`config.mk`:
```
export PLATFORM = sky130hd
export DESIGN_NAME = down_timer
export DESIGN_NICKNAME = d
export VERILOG_FILES = /design/src/rtl/down_timer_pkg.sv /design/src/rtl/down_timer_tick_gen.sv /design/src/rtl/down_timer.sv
export SDC_FILE = /design/constraint.sdc
export NUM_CORES = 1
export LEC_CHECK = 0
export CORE_MARGIN = 2
export CORE_UTILIZATION = 34
export DETAILED_ROUTE_END_ITERATION = 6
export HOLD_SLACK_MARGIN = 0.05
export PLACE_DENSITY_LB_ADDON = 0.08
export SYNTH_ARGS = -nofsm -noshare
export SYNTH_HDL_FRONTEND = slang
export SYNTH_HIERARCHICAL = 1
export SYNTH_SLANG_ARGS = --single-unit
export TNS_END_PERCENT = 50
```
`constraint.sdc`:
```
create_clock -name clk -period 4.6 [get_ports clk]
set_clock_uncertainty 0.15 [all_clocks]
set_input_delay 0.69 -clock clk [delete_from_list [all_inputs] [get_ports clk]]
set_output_delay 0.69 -clock clk [all_outputs]
set_load 0.02 [all_outputs]
```
`src/rtl/down_timer_pkg.sv`:
```
// Shared types for the down_timer block.
package down_timer_pkg;

  typedef enum logic [1:0] {
    IDLE  = 2'd0,
    RUN   = 2'd1,
    PAUSE = 2'd2
  } state_t;

endpackage

```
`src/rtl/down_timer_tick_gen.sv`:
```
// Prescaler: counts 0..prescale while enabled and flags a tick on the last step.
module tick_gen #(
  parameter int PRE_W = 8
) (
  input  logic             clk,
  input  logic             reset,
  input  logic             clear,
  input  logic             en,
  input  logic [PRE_W-1:0] prescale,
  output logic             tick
);

  logic [PRE_W-1:0] cnt;

  // >= rather than == so a prescale lowered mid-run cannot strand the counter above it
  assign tick = en && (cnt >= prescale);

  always_ff @(posedge clk or posedge reset) begin
    if (reset) begin
      cnt <= '0;
    end else if (clear) begin
      cnt <= '0;
    end else if (en) begin
      cnt <= tick ? '0 : cnt + 1'b1;
    end
  end

endmodule

```
`src/rtl/down_timer.sv`:
```
// Prescaled down-counter with one-shot / auto-reload modes and pause/abort control.
module down_timer
  import down_timer_pkg::*;
#(
  parameter int WIDTH = 4,
  parameter int PRE_W = 8
) (
  input  logic             clk,
  input  logic             reset,
  input  logic             abort,
  input  logic             stop,
  input  logic             start,
  input  logic             load,
  input  logic [WIDTH-1:0] load_value,
  input  logic             periodic,
  input  logic [PRE_W-1:0] prescale,
  output logic [WIDTH-1:0] count,
  output logic             busy,
  output logic             done
);

  state_t           state, state_nx;
  logic [WIDTH-1:0] reload, reload_nx, count_nx;
  logic             done_nx, busy_nx;
  logic             tick, run_en, pre_clear;

  assign run_en    = (state == RUN);
  assign pre_clear = abort || stop || (state != RUN);

  tick_gen #(.PRE_W(PRE_W)) u_tick_gen (
    .clk      (clk),
    .reset    (reset),
    .clear    (pre_clear),
    .en       (run_en),
    .prescale (prescale),
    .tick     (tick)
  );

  always_comb begin
    state_nx  = state;
    count_nx  = count;
    reload_nx = reload;
    done_nx   = 1'b0;

    if (abort) begin
      state_nx = IDLE;
      count_nx = '0;
    end else begin
      case (state)
        RUN: begin
          if (stop) begin
            state_nx = PAUSE;
          end else begin
            if (load) reload_nx = load_value;
            // terminal tick reloads from the value held before any same-cycle load
            if (tick) begin
              if (count > WIDTH'(1)) begin
                count_nx = count - WIDTH'(1);
              end else if (count == WIDTH'(1)) begin
                done_nx = 1'b1;
                if (periodic && (reload != '0)) begin
                  count_nx = reload;
                end else begin
                  count_nx = '0;
                  state_nx = IDLE;
                end
              end else begin
                state_nx = IDLE;
              end
            end
          end
        end
        default: begin
          if (start && (count != '0)) begin
            state_nx = RUN;
          end else if (load) begin
            count_nx  = load_value;
            reload_nx = load_value;
          end
        end
      endcase
    end

    busy_nx = (state_nx == RUN);
  end

  always_ff @(posedge clk or posedge reset) begin
    if (reset) begin
      state  <= IDLE;
      count  <= '0;
      reload <= '0;
      busy   <= 1'b0;
      done   <= 1'b0;
    end else begin
      state  <= state_nx;
      count  <= count_nx;
      reload <= reload_nx;
      busy   <= busy_nx;
      done   <= done_nx;
    end
  end

endmodule

```
==> metrics.md, run 1 <==
| Metric | Value |
|---|---|
| Outcome | `finished, final reports clean` |
| RSZ-0062 raised after global routing | `no` |
| PwrDens | `301 nW/um2` |
| Most frequent cells in the layout | `24 x clkdlybuf4s50_1, 20 x dfrtp_1, 19 x inv_1` |
| Crit Path Category | `in -> reg` |
| Post-CTS setup buffers | `0` |
| Hold-fix buffers, CTS | `0` |
| Number of antenna violations at the first check in global routing | `0` |
| FF+latch area | `500 um2` |
| # clock sinks | `20` |
| H-tree depth | `1` |
| Commonest non-fill, non-tap cell in the layout | `clkdlybuf4s50_1` |
| Die ar. | `4870 um2` |
| CP Data Arrival Time | `3.11 ns` |
| Core Rows | `23` |
| Total GRT Usage | `14.1%` |
| Min-Delay Endpoint | `state[1]$_DFF_PP0_` |
| Mapped Avg Cell Area | `9.94 um2` |
| Min-Delay Path Depth | `2` |
| Grt ovf | `0` |
| Dpl hpwl | `2600 um` |
| Layout cells sized above 1 | `14.8%` |
| Seq/Total Area, Yosys | `34.0%` |
| DR iter-0 viols | `48` |
| Die height | `69.8 um` |
| Flop pwr share | `40.2%` |
| Worst Tran Pin Value | `0.504 ns` |
| CTS tree | `done` |
| DR WL/cell | `14.4 um` |
| Fin. max-slew vios | `0` |
| 1st-pass router iterations | `4` |
| Setup-failing EPs final | `0` |
| Boundary Pins | `25` |
| Synth area leader | `dfrtp_1` |
| Placeable Area | `4090 um2` |
| Synthesis Warnings | `6` |
| Via Count | `1210` |
| Placed Area | `1770 um2` |
| Synthesized netlist cell count | `148` |
| Fmax | `321 MHz` |
| CP Capture Type | `register` |
| Final hold vios | `0` |
| First-pass GRT wire length | `5550 um` |
| Number of I/O port buffers | `24` |
| Logic pwr share | `35.8%` |
| Worst hold path class | `reg -> reg` |
| Layout filler cell count | `395` |
| FF-to-FF End | `count[1]$_DFFE_PP0P_` |
| N_diodes | `0` |
| Clk slew on worst S/H paths | `0.07 ns` |
| R2R Setup Slk | `1.96 ns` |
| Total wire length | `3260 um` |
| Top cell type's share of synthesized area | `34.0%` |
| Worst Path Required | `4.60 ns` |
| Synth Net Count | `179` |
| NetSw | `0.000177 W` |
| Final GP Congestion | `0.842` |
| Post-DRT Antenna Nets | `0` |
| Top cells by area, synth | `dfrtp_1 34%, ha_1 10%, inv_1 4.8%` |
| Count of cell types in the netlist | `48` |
| CTS root buf | `clkbuf_8` |
| Mapped cell area | `1470 um2` |
| Setup TNS | `0 ns` |
| Clock Path Buffers | `2` |
| Critical path peak fanout | `10` |
| Die Wd | `69.8 um` |
| Worst IR Drop VDD | `0.157 mV` |
| Vias in the first global route | `1222` |
| Synthesized flop and latch total | `20` |
| R2R depth | `9` |
| Cells after DPL | `222` |
| Internal | `0.000373 W` |
| Most used DFF post-synth | `dfrtp_1` |
| Worst hold start | `state[1]$_DFF_PP0_` |
| Switching Share | `32.3%` |
| # nets final | `208` |
| Multi-input gate area | `880 um2` |
| Number of flops mapped to enable cells by yosys | `0` |
| Via density | `5.35` |
| Post-route insts no fill | `226` |
| Final cycle utilization of the critical path | `67.6%` |
| Layout area overhead | `24.1%` |
| CTS buffer count | `3` |
| Critical path startpoint category | `input port` |
| Worst skew pair latency | `0.25 ns` |
| Reg2reg start | `u_tick_gen/cnt[1]$_DFFE_PP0P_` |
| Post-route cell area | `1830 um2` |
| Asr flop ratio synth | `100%` |
| Clock share of power | `24.0%` |
| Largest net degree at the start of global routing | `13` |
| Starting Density | `36.0%` |
| # DRC | `0` |
| # resized after CTS | `0` |
| Min Tclk post-route | `3.11 ns` |
| Leakage power | `0.798 nW` |
| Total of max-cap violations | `0` |
| Relative slew margins | `66.3%` |
## per-layer routing
metal | global-route usage [%] | up-vias | share of wire [%]
met4 | 4.49 | 0 | 0.86
met3 | 3.34 | 4 | 2.7
met2 | 22.3 | 14 | 48
met5 | 0 | - | 0
met1 | 19.1 | 580 | 48
li1 | - | 612 | -
## cells in the mapped netlist, drive strengths merged (3+ instances only)
master	n
a21oi	5
a311oi	3
a31oi	5
dfrtp	20
ha	12
inv	19
mux2	5
nand2	10
nand2b	4
nand3	7
nand4	6
nor2	10
o22ai	3
o311ai	3
o31ai	3
## critical path, cell delays in order
cell             delay [ns]
clkdlybuf4s50_1        0.45
inv_1                  0.04
ha_1                   0.28
nor2b_1                0.13
o211a_1                0.16
o311ai_2               0.10
buf_4                  0.19
a21boi_0               0.34
nand4b_2               0.23
a21o_1                 0.24
o31ai_1                0.27
## registers in the layout, summed over array words and instances, names as in the netlist
signal and cells:
count 4, busy 1, state 2, done 1, reload 4, u_tick_gen/cnt 8
## layout make-up
type / instances / area share (%)
Clock buffer: 4 / 3.02
Inverter: 20 / 4.39
Multi-Input combinational cell: 107 / 48.2
Sequential cell: 20 / 27.4
Tap cell: 50 / 3.43
Timing Repair Buffer: 25 / 13.6
## through the flow
stage	setup slack, ns	hold slack, ns	utilization [%]	power [W]
finish	1.49	0.380	44.7	0.000550
CTS	1.50	0.382	44.7	0.000558
floorplan	1.72	0.346	-	0.000360
global route	1.34	0.404	44.7	0.000590
global placement	1.37	0.367	43.3	0.000420
detailed placement	1.22	0.370	43.3	0.000419
## logic make-up (layout without fill, tap and decap cells)
group	Yosys count	in the layout	share of synthesized area [%]
DFF	20	20	34.0
AOI/OAI and AO/OA	36	36	21.3
muxes	6	6	5.53
buffers and inverters	21	49	6.21
and+or+nand+nor	53	53	22.8
adders and majority gates	12	12	10.2
## power groups by stage
stage,Combinational (W),Sequential (W),Clock [W]
6_report,0.000197,0.000221,0.000132
5_1_grt,0.000216,0.000225,0.000150
4_1_cts,0.000197,0.000221,0.000141
3_5_place_dp,0.000195,0.000224,0
3_3_place_gp,0.000196,0.000224,0
2_1_floorplan,0.000133,0.000227,0
## worst max path at each step
stage	start	to	slack [ns]	cells past startpoint
6_report	prescale[1]	count[1]$_DFFE_PP0P_	1.49	11
3_3_place_gp	prescale[1]	count[1]$_DFFE_PP0P_	1.37	11
5_1_grt	prescale[1]	count[0]$_DFFE_PP0P_	1.34	11
3_5_place_dp	prescale[1]	count[1]$_DFFE_PP0P_	1.22	11
2_1_floorplan	prescale[1]	count[1]$_DFFE_PP0P_	1.72	9
4_1_cts	prescale[1]	count[1]$_DFFE_PP0P_	1.50	11
(Power assumes the default switching activity.)
==> run 2, diff against run 1 <==
==> constraint.sdc (replaced) <==
create_clock -name clk -period 3.09 [get_ports clk]
set_clock_uncertainty 0.15 [all_clocks]
set_input_delay 0.4635 -clock clk [delete_from_list [all_inputs] [get_ports clk]]
set_output_delay 0.4635 -clock clk [all_outputs]
set_load 0.02 [all_outputs]
==> run 2 against run 1 <==
  * Clock power increased by 57%
  * Sequential share of layout area decreased by 0.22 points
  * Register-to-register slack got worse by 1.3 ns
  * Largest cell class unchanged
  * Largest power group unchanged
==> metrics.md, run 2 (synthesis results as in run 1) <==
| Metric | Value |
|---|---|
| PwrDens | `451 nW/um2 (+50%)` |
| First-pass GRT wire length | `5910 um (+6.5%)` |
| Post-CTS setup buffers | `0 (unchanged)` |
| Worst Tran Pin Value | `0.562 ns (+0.0587 ns)` |
| Post-DRT Antenna Nets | `0 (unchanged)` |
| Clk slew on worst S/H paths | `0.08 ns (about the same)` |
| Placed Area | `1790 um2 (+0.85%)` |
| Post-route insts no fill | `228 (+0.88%)` |
| Top reg by flops | `u_tick_gen/cnt` |
| Buf+Inv Stages, Crit Path | `3 (unchanged)` |
| Pre-CTS WS | `0.115 ns (-1.11 ns)` |
| Critical path's slowest cell | `clkdlybuf4s50_1` |
| Via Count | `1250 (+3.3%)` |
| Setup-failing EPs final | `0 (unchanged)` |
| Crit Path Category | `in -> reg` |
| Final hold vios | `0 (unchanged)` |
| Leakage power | `0.809 nW (+1.4%)` |
| Setup TNS | `0 ns (unchanged)` |
| Number of antenna violations at the first check in global routing | `0 (unchanged)` |
| Most frequent cells in the layout | `24 x clkdlybuf4s50_1, 20 x dfrtp_1, 19 x inv_1` |
| # DRC | `0 (unchanged)` |
| Cells after DPL | `224 (+0.90%)` |
| Top cell family by delay on the critical path | `compound AO/OA/AOI/OAI gates` |
| Commonest non-fill, non-tap cell in the layout | `clkdlybuf4s50_1` |
| 1st-pass router iterations | `4 (unchanged)` |
| Final GP Congestion | `0.829 (-1.4%)` |
| Setup slack after layout | `0.408 ns (-1.08 ns)` |
| Die Wd | `69.8 um (unchanged)` |
| CTS buffer count | `3 (unchanged)` |
| Worst skew pair latency | `0.26 ns (about the same)` |
| Critical path startpoint category | `input port` |
| CTS tree | `done` |
| Total GRT Usage | `14.9% (+0.79 points)` |
| Dpl hpwl | `2720 um (+5.0%)` |
| Biggest cell delay along the critical path | `0.45 ns (about the same)` |
| CP Data Arrival Time | `2.70 ns (-0.41 ns)` |
| Critical path peak fanout | `6 (-4)` |
| R2R Setup Slk | `0.63 ns (-1.33 ns)` |
| Post-route cell area | `1840 um2 (+0.82%)` |
| H-tree depth | `1 (unchanged)` |
| Clock Path Buffers | `2 (unchanged)` |
| Fin. max-slew vios | `0 (unchanged)` |
| DR WL/cell | `14.7 um (+1.8%)` |
| CP Capture Type | `register` |
| Total wire length | `3350 um (+2.7%)` |
| Cell mode on critical path | `inv_1` |
| # clock sinks | `20 (unchanged)` |
| Die height | `69.8 um (unchanged)` |
| Layout area overhead | `25.1%` |
| Worst Path Required | `3.11 ns (-1.49 ns)` |
| Largest net degree at the start of global routing | `13 (unchanged)` |
| Fmax | `373 MHz` |
| # resized after CTS | `0 (unchanged)` |
| Placeable Area | `4090 um2 (unchanged)` |
| Relative slew margins | `62.4% (-3.9 points)` |
| Final cycle utilization of the critical path | `86.8%` |
| Crit-path cells | `clkdlybuf4s50_1 > inv_1 > ha_1 > and3_4 > a221o_1 > inv_1 > a21boi_0 > nand4b_2 > a21o_1 > o31ai_1` |
| Worst IR Drop VDD | `0.195 mV (+24%)` |
| Layout cells sized above 1 | `15.7% (+0.96 points)` |
| Die ar. | `4870 um2 (unchanged)` |
| Max reg flops | `8 (unchanged)` |
| Outcome | `finished, final reports clean` |
| Number of I/O port buffers | `24 (unchanged)` |
| DR iter-0 viols | `56 (+17%)` |
| Core Rows | `23 (unchanged)` |
| Largest registers | `u_tick_gen/cnt: 8 flops, count: 4 flops, reload: 4 flops` |
| Worst hold path class | `in -> async` |
| Vias in the first global route | `1276 (+4.4%)` |
| N_diodes | `0 (unchanged)` |
| Total of max-cap violations | `0 (unchanged)` |
| CTS root buf | `clkbuf_8` |
| Starting Density | `36.0% (unchanged)` |
| Hold-fix buffers, CTS | `0 (unchanged)` |
| Boundary Pins | `25 (unchanged)` |
| Min Tclk post-route | `2.68 ns` |
| RSZ-0062 raised after global routing | `no` |
| Via density | `5.48 (+2.4%)` |
| # nets final | `210 (+0.96%)` |
| Grt ovf | `0 (unchanged)` |
-- run 2: cell count changes in the layout (fill, tap and decap cells not counted), sizes merged --
cell  previous run  this run
buf              1         3
-- run 2: final cells by class --
class	count	area [um2]
Fill cell	405	2250
Clock buffer	4	55.1
Sequential cell	20	500
Multi-Input combinational cell	107	880
Timing Repair Buffer	27	263
Tap cell	50	62.6
Inverter	20	80.1
-- run 2: worst paths after layout --
path                                                     from                       endpoint  depth (start not counted)
min in group clk                        reload[0]$_DFFE_PP0P_          reload[0]$_DFFE_PP0P_                          1
worst max register to register  u_tick_gen/cnt[6]$_DFFE_PP0P_           count[0]$_DFFE_PP0P_                          8
worst max-delay path                              prescale[6]           count[0]$_DFFE_PP0P_                         10
max in group asynchronous                               reset                 done$_DFF_PP0_                          2
worst min register to register          reload[0]$_DFFE_PP0P_          reload[0]$_DFFE_PP0P_                          1
worst min-delay path                                    reset  u_tick_gen/cnt[0]$_DFFE_PP0P_                          2
-- run 2: metrics by stage --
stage               power (W)  util [%]  hold slack [ns]
global route         0.000888      45.0            0.351
detailed placement   0.000627      43.7            0.370
finish               0.000830      45.0            0.329
global placement     0.000625      43.7            0.372
floorplan            0.000535         -            0.129
CTS                  0.000839      45.0            0.339
-- run 2: power by group --
part	total (W)	internal, W	switching [W]	leakage (nW)
sequential	0.000328	0.000294	0.0000336	0.267
combinational	0.000295	0.000147	0.000147	0.513
clock	0.000207	0.000114	0.0000938	0.0288
-- run 2: worst reg2reg max path, cell delays in order (launching register included) --
cell and delay (ns):
dfrtp_1 0.44, ha_1 0.33, and3_4 0.20, a221o_1 0.21
inv_1 0.05, a21boi_0 0.27, nand4b_2 0.22, a21o_1 0.24
o31ai_1 0.25
-- run 2: metal layers --
layer  wire length, um  track usage (%)  vias to the layer above  part of all wire [%]
li1                  -                -                      613                     -
met1              1590             20.8                      592                    47
met2              1560             23.5                       38                    47
met3               145             2.33                        7                   4.3
met4                55             5.13                        0                   1.6
met5                 0                0                        -                     0
==> run 3, diff against run 2 <==
--- a/config.mk
+++ b/config.mk
@@ -6,7 +6,8 @@
 export NUM_CORES = 1
 export LEC_CHECK = 0
 export CORE_MARGIN = 2
-export CORE_UTILIZATION = 34
+export CORE_UTILIZATION = 53
+export CTS_CLUSTER_SIZE = 14
 export DETAILED_ROUTE_END_ITERATION = 6
 export HOLD_SLACK_MARGIN = 0.05
 export PLACE_DENSITY_LB_ADDON = 0.08
==> run 3 against run 2 <==
  * Total power shrank 6.1%
  * First-iteration DRC count grew 21%
  * Clock power down 26%
  * Global-route usage rose by 7.7 points
  * Maximum frequency rose by 1.8%
  * Clock-buffer cell count unchanged
  * Cell count down 7.9%
==> metrics.md, run 3 (synthesis results as in run 1) <==
| Metric | Value |
|---|---|
| Final cycle utilization of the critical path | `85.2% (-1.6 points)` |
| Hold-fix buffers, CTS | `0 (unchanged)` |
| Fin. max-slew vios | `0 (unchanged)` |
| Worst IR Drop VDD | `0.332 mV (+70%)` |
| Setup-failing EPs final | `0 (unchanged)` |
| Die height | `56.7 um (-19%)` |
| Clock share of power | `19.8% (-5.2 points)` |
| Critical path peak fanout | `3 (-3)` |
| # DRC | `0 (unchanged)` |
| Die Wd | `56.7 um (-19%)` |
| Worst Tran Pin Value | `0.526 ns (-0.0369 ns)` |
| Most frequent cells in the layout | `24 x clkdlybuf4s50_1, 20 x dfrtp_1, 19 x inv_1` |
| Flop pwr share | `42.6% (+3.1 points)` |
| Starting Density | `54.8% (+19 points)` |
| PwrDens | `431 nW/um2 (-4.3%)` |
| Core Rows | `19 (-17%)` |
| # resized after CTS | `0 (unchanged)` |
| Biggest cell delay along the critical path | `0.46 ns (about the same)` |
| Min Tclk post-route | `2.63 ns (-0.0482 ns)` |
| CTS buffer count | `3 (unchanged)` |
| Critical path startpoint category | `input port` |
| N_diodes | `0 (unchanged)` |
| Placeable Area | `2690 um2 (-34%)` |
| Switching Share | `34.0% (+0.95 points)` |
| Cells after DPL | `206 (-8.0%)` |
| Via density | `6.08 (+11%)` |
| Worst Path Required | `3.15 ns (+0.04 ns)` |
| Layout cells sized above 1 | `16.2% (+0.47 points)` |
| H-tree depth | `1 (unchanged)` |
| Post-route cell area | `1810 um2 (-1.9%)` |
| Crit. Startpoint | `prescale[6]` |
| Reg2reg start | `u_tick_gen/cnt[6]$_DFFE_PP0P_` |
| Number of I/O port buffers | `24 (unchanged)` |
| Leakage power | `0.805 nW (-0.45%)` |
| Grt ovf | `0 (unchanged)` |
| Clk slew on worst S/H paths | `0.11 ns (+0.03 ns)` |
| CP Data Arrival Time | `2.69 ns (about the same)` |
| Post-CTS setup buffers | `0 (unchanged)` |
| Placed Area | `1770 um2 (-0.91%)` |
| Total GRT Usage | `22.6% (+7.7 points)` |
| Crit Path Category | `in -> reg` |
| Setup slack after layout | `0.457 ns (+0.0482 ns)` |
| Worst skew pair latency | `0.30 ns (+0.04 ns)` |
| Boundary Pins | `25 (unchanged)` |
| Top reg by flops | `u_tick_gen/cnt` |
| Relative slew margins | `64.8% (+2.5 points)` |
| First-pass GRT wire length | `5680 um (-3.9%)` |
| Max reg flops | `8 (unchanged)` |
| Commonest non-fill, non-tap cell in the layout | `clkdlybuf4s50_1` |
| Vias in the first global route | `1315 (+3.1%)` |
| DR WL/cell | `15.9 um (+8.4%)` |
| Largest net degree at the start of global routing | `13 (unchanged)` |
| Internal | `0.000513 W (-7.5%)` |
| Die ar. | `3210 um2 (-34%)` |
| DR iter-0 viols | `68 (+21%)` |
| Total of max-cap violations | `0 (unchanged)` |
| Number of antenna violations at the first check in global routing | `0 (unchanged)` |
| Logic pwr share | `37.5% (+2.0 points)` |
| 1st-pass router iterations | `4 (unchanged)` |
| Via Count | `1276 (+2.1%)` |
| Pre-CTS WS | `0.107 ns (-0.00769 ns)` |
| Cell mode on critical path | `inv_1` |
| Largest registers | `u_tick_gen/cnt: 8 flops, count: 4 flops, reload: 4 flops` |
| Crit-path cells | `clkdlybuf4s50_1 > inv_1 > ha_1 > and3_4 > a221o_1 > inv_1 > a21boi_0 > nand4b_2 > a21o_1 > o31ai_1` |
| RSZ-0062 raised after global routing | `no` |
| Critical path's slowest cell | `clkdlybuf4s50_1` |
| # clock sinks | `20 (unchanged)` |
| Final hold vios | `0 (unchanged)` |
| Post-DRT Antenna Nets | `0 (unchanged)` |
| CTS root buf | `clkbuf_4` |
| CTS tree | `done` |
| Core Util, Final | `67.2% (+22 points)` |
| Clock Path Buffers | `2 (unchanged)` |
| Total wire length | `3340 um (-0.18%)` |
| CP Capture Type | `register` |
| Layout area overhead | `22.7%` |
| Setup TNS | `0 ns (unchanged)` |
| Outcome | `finished, final reports clean` |
| Dpl hpwl | `2640 um (-3.1%)` |
| Top cell family by delay on the critical path | `compound AO/OA/AOI/OAI gates` |
| Final GP Congestion | `0.894 (+7.8%)` |
| # nets final | `211 (+0.48%)` |
| NetSw | `0.000265 W (-3.5%)` |
| Post-route insts no fill | `210 (-7.9%)` |
| Buf+Inv Stages, Crit Path | `3 (unchanged)` |
| Fmax | `380 MHz (+1.8%)` |
| Worst hold path class | `in -> async` |
## run 3: per-stage QoR
stage / total power, W / hold slack (ns)
6_report: 0.000779 / 0.284
3_5_place_dp: 0.000625 / 0.369
3_3_place_gp: 0.000618 / 0.364
4_1_cts: 0.000783 / 0.287
5_1_grt: 0.000825 / 0.316
2_1_floorplan: 0.000535 / 0.129
## run 3: cell type report
| cell class | instances | area [um2] |
|---|---|---|
| timing repair buffer | 28 | 270 |
| clock buffer | 4 | 36.3 |
| inverter | 20 | 80.1 |
| tap | 31 | 38.8 |
| multi-input combinational | 107 | 880 |
| sequential | 20 | 500 |
| fill | 214 | 881 |
## run 3: per-layer routing
layer  global-route usage [%]  vias to the layer above  share of wire, %  wire length (um)
met1                     23.3                      611                39              1320
met5                        0                        -                 0                 0
met4                     8.50                        0               1.3                44
met2                     44.7                       49                54              1810
li1                         -                      611                 -                 -
met3                     3.23                        5               5.1               169
## run 3: path summary, 6_finish.rpt
path | slack [ns] | cells after the start | to
min | 0.28 | 2 | u_tick_gen/cnt[0]$_DFFE_PP0P_
max | 0.46 | 10 | count[0]$_DFFE_PP0P_
max in group asynchronous | 2.12 | 2 | done$_DFF_PP0_
min in group clk | 0.39 | 2 | state[1]$_DFF_PP0_
max reg2reg | 0.62 | 8 | count[0]$_DFFE_PP0P_
min reg2reg | 0.39 | 2 | state[1]$_DFF_PP0_
## run 3: power groups by stage
stage	Combinational [W]	Clock [W]	Sequential [W]
floorplan	0.000198	0	0.000338
global placement	0.000284	0	0.000334
detailed placement	0.000290	0	0.000335
CTS	0.000292	0.000161	0.000330
global route	0.000320	0.000170	0.000336
finish	0.000292	0.000154	0.000332
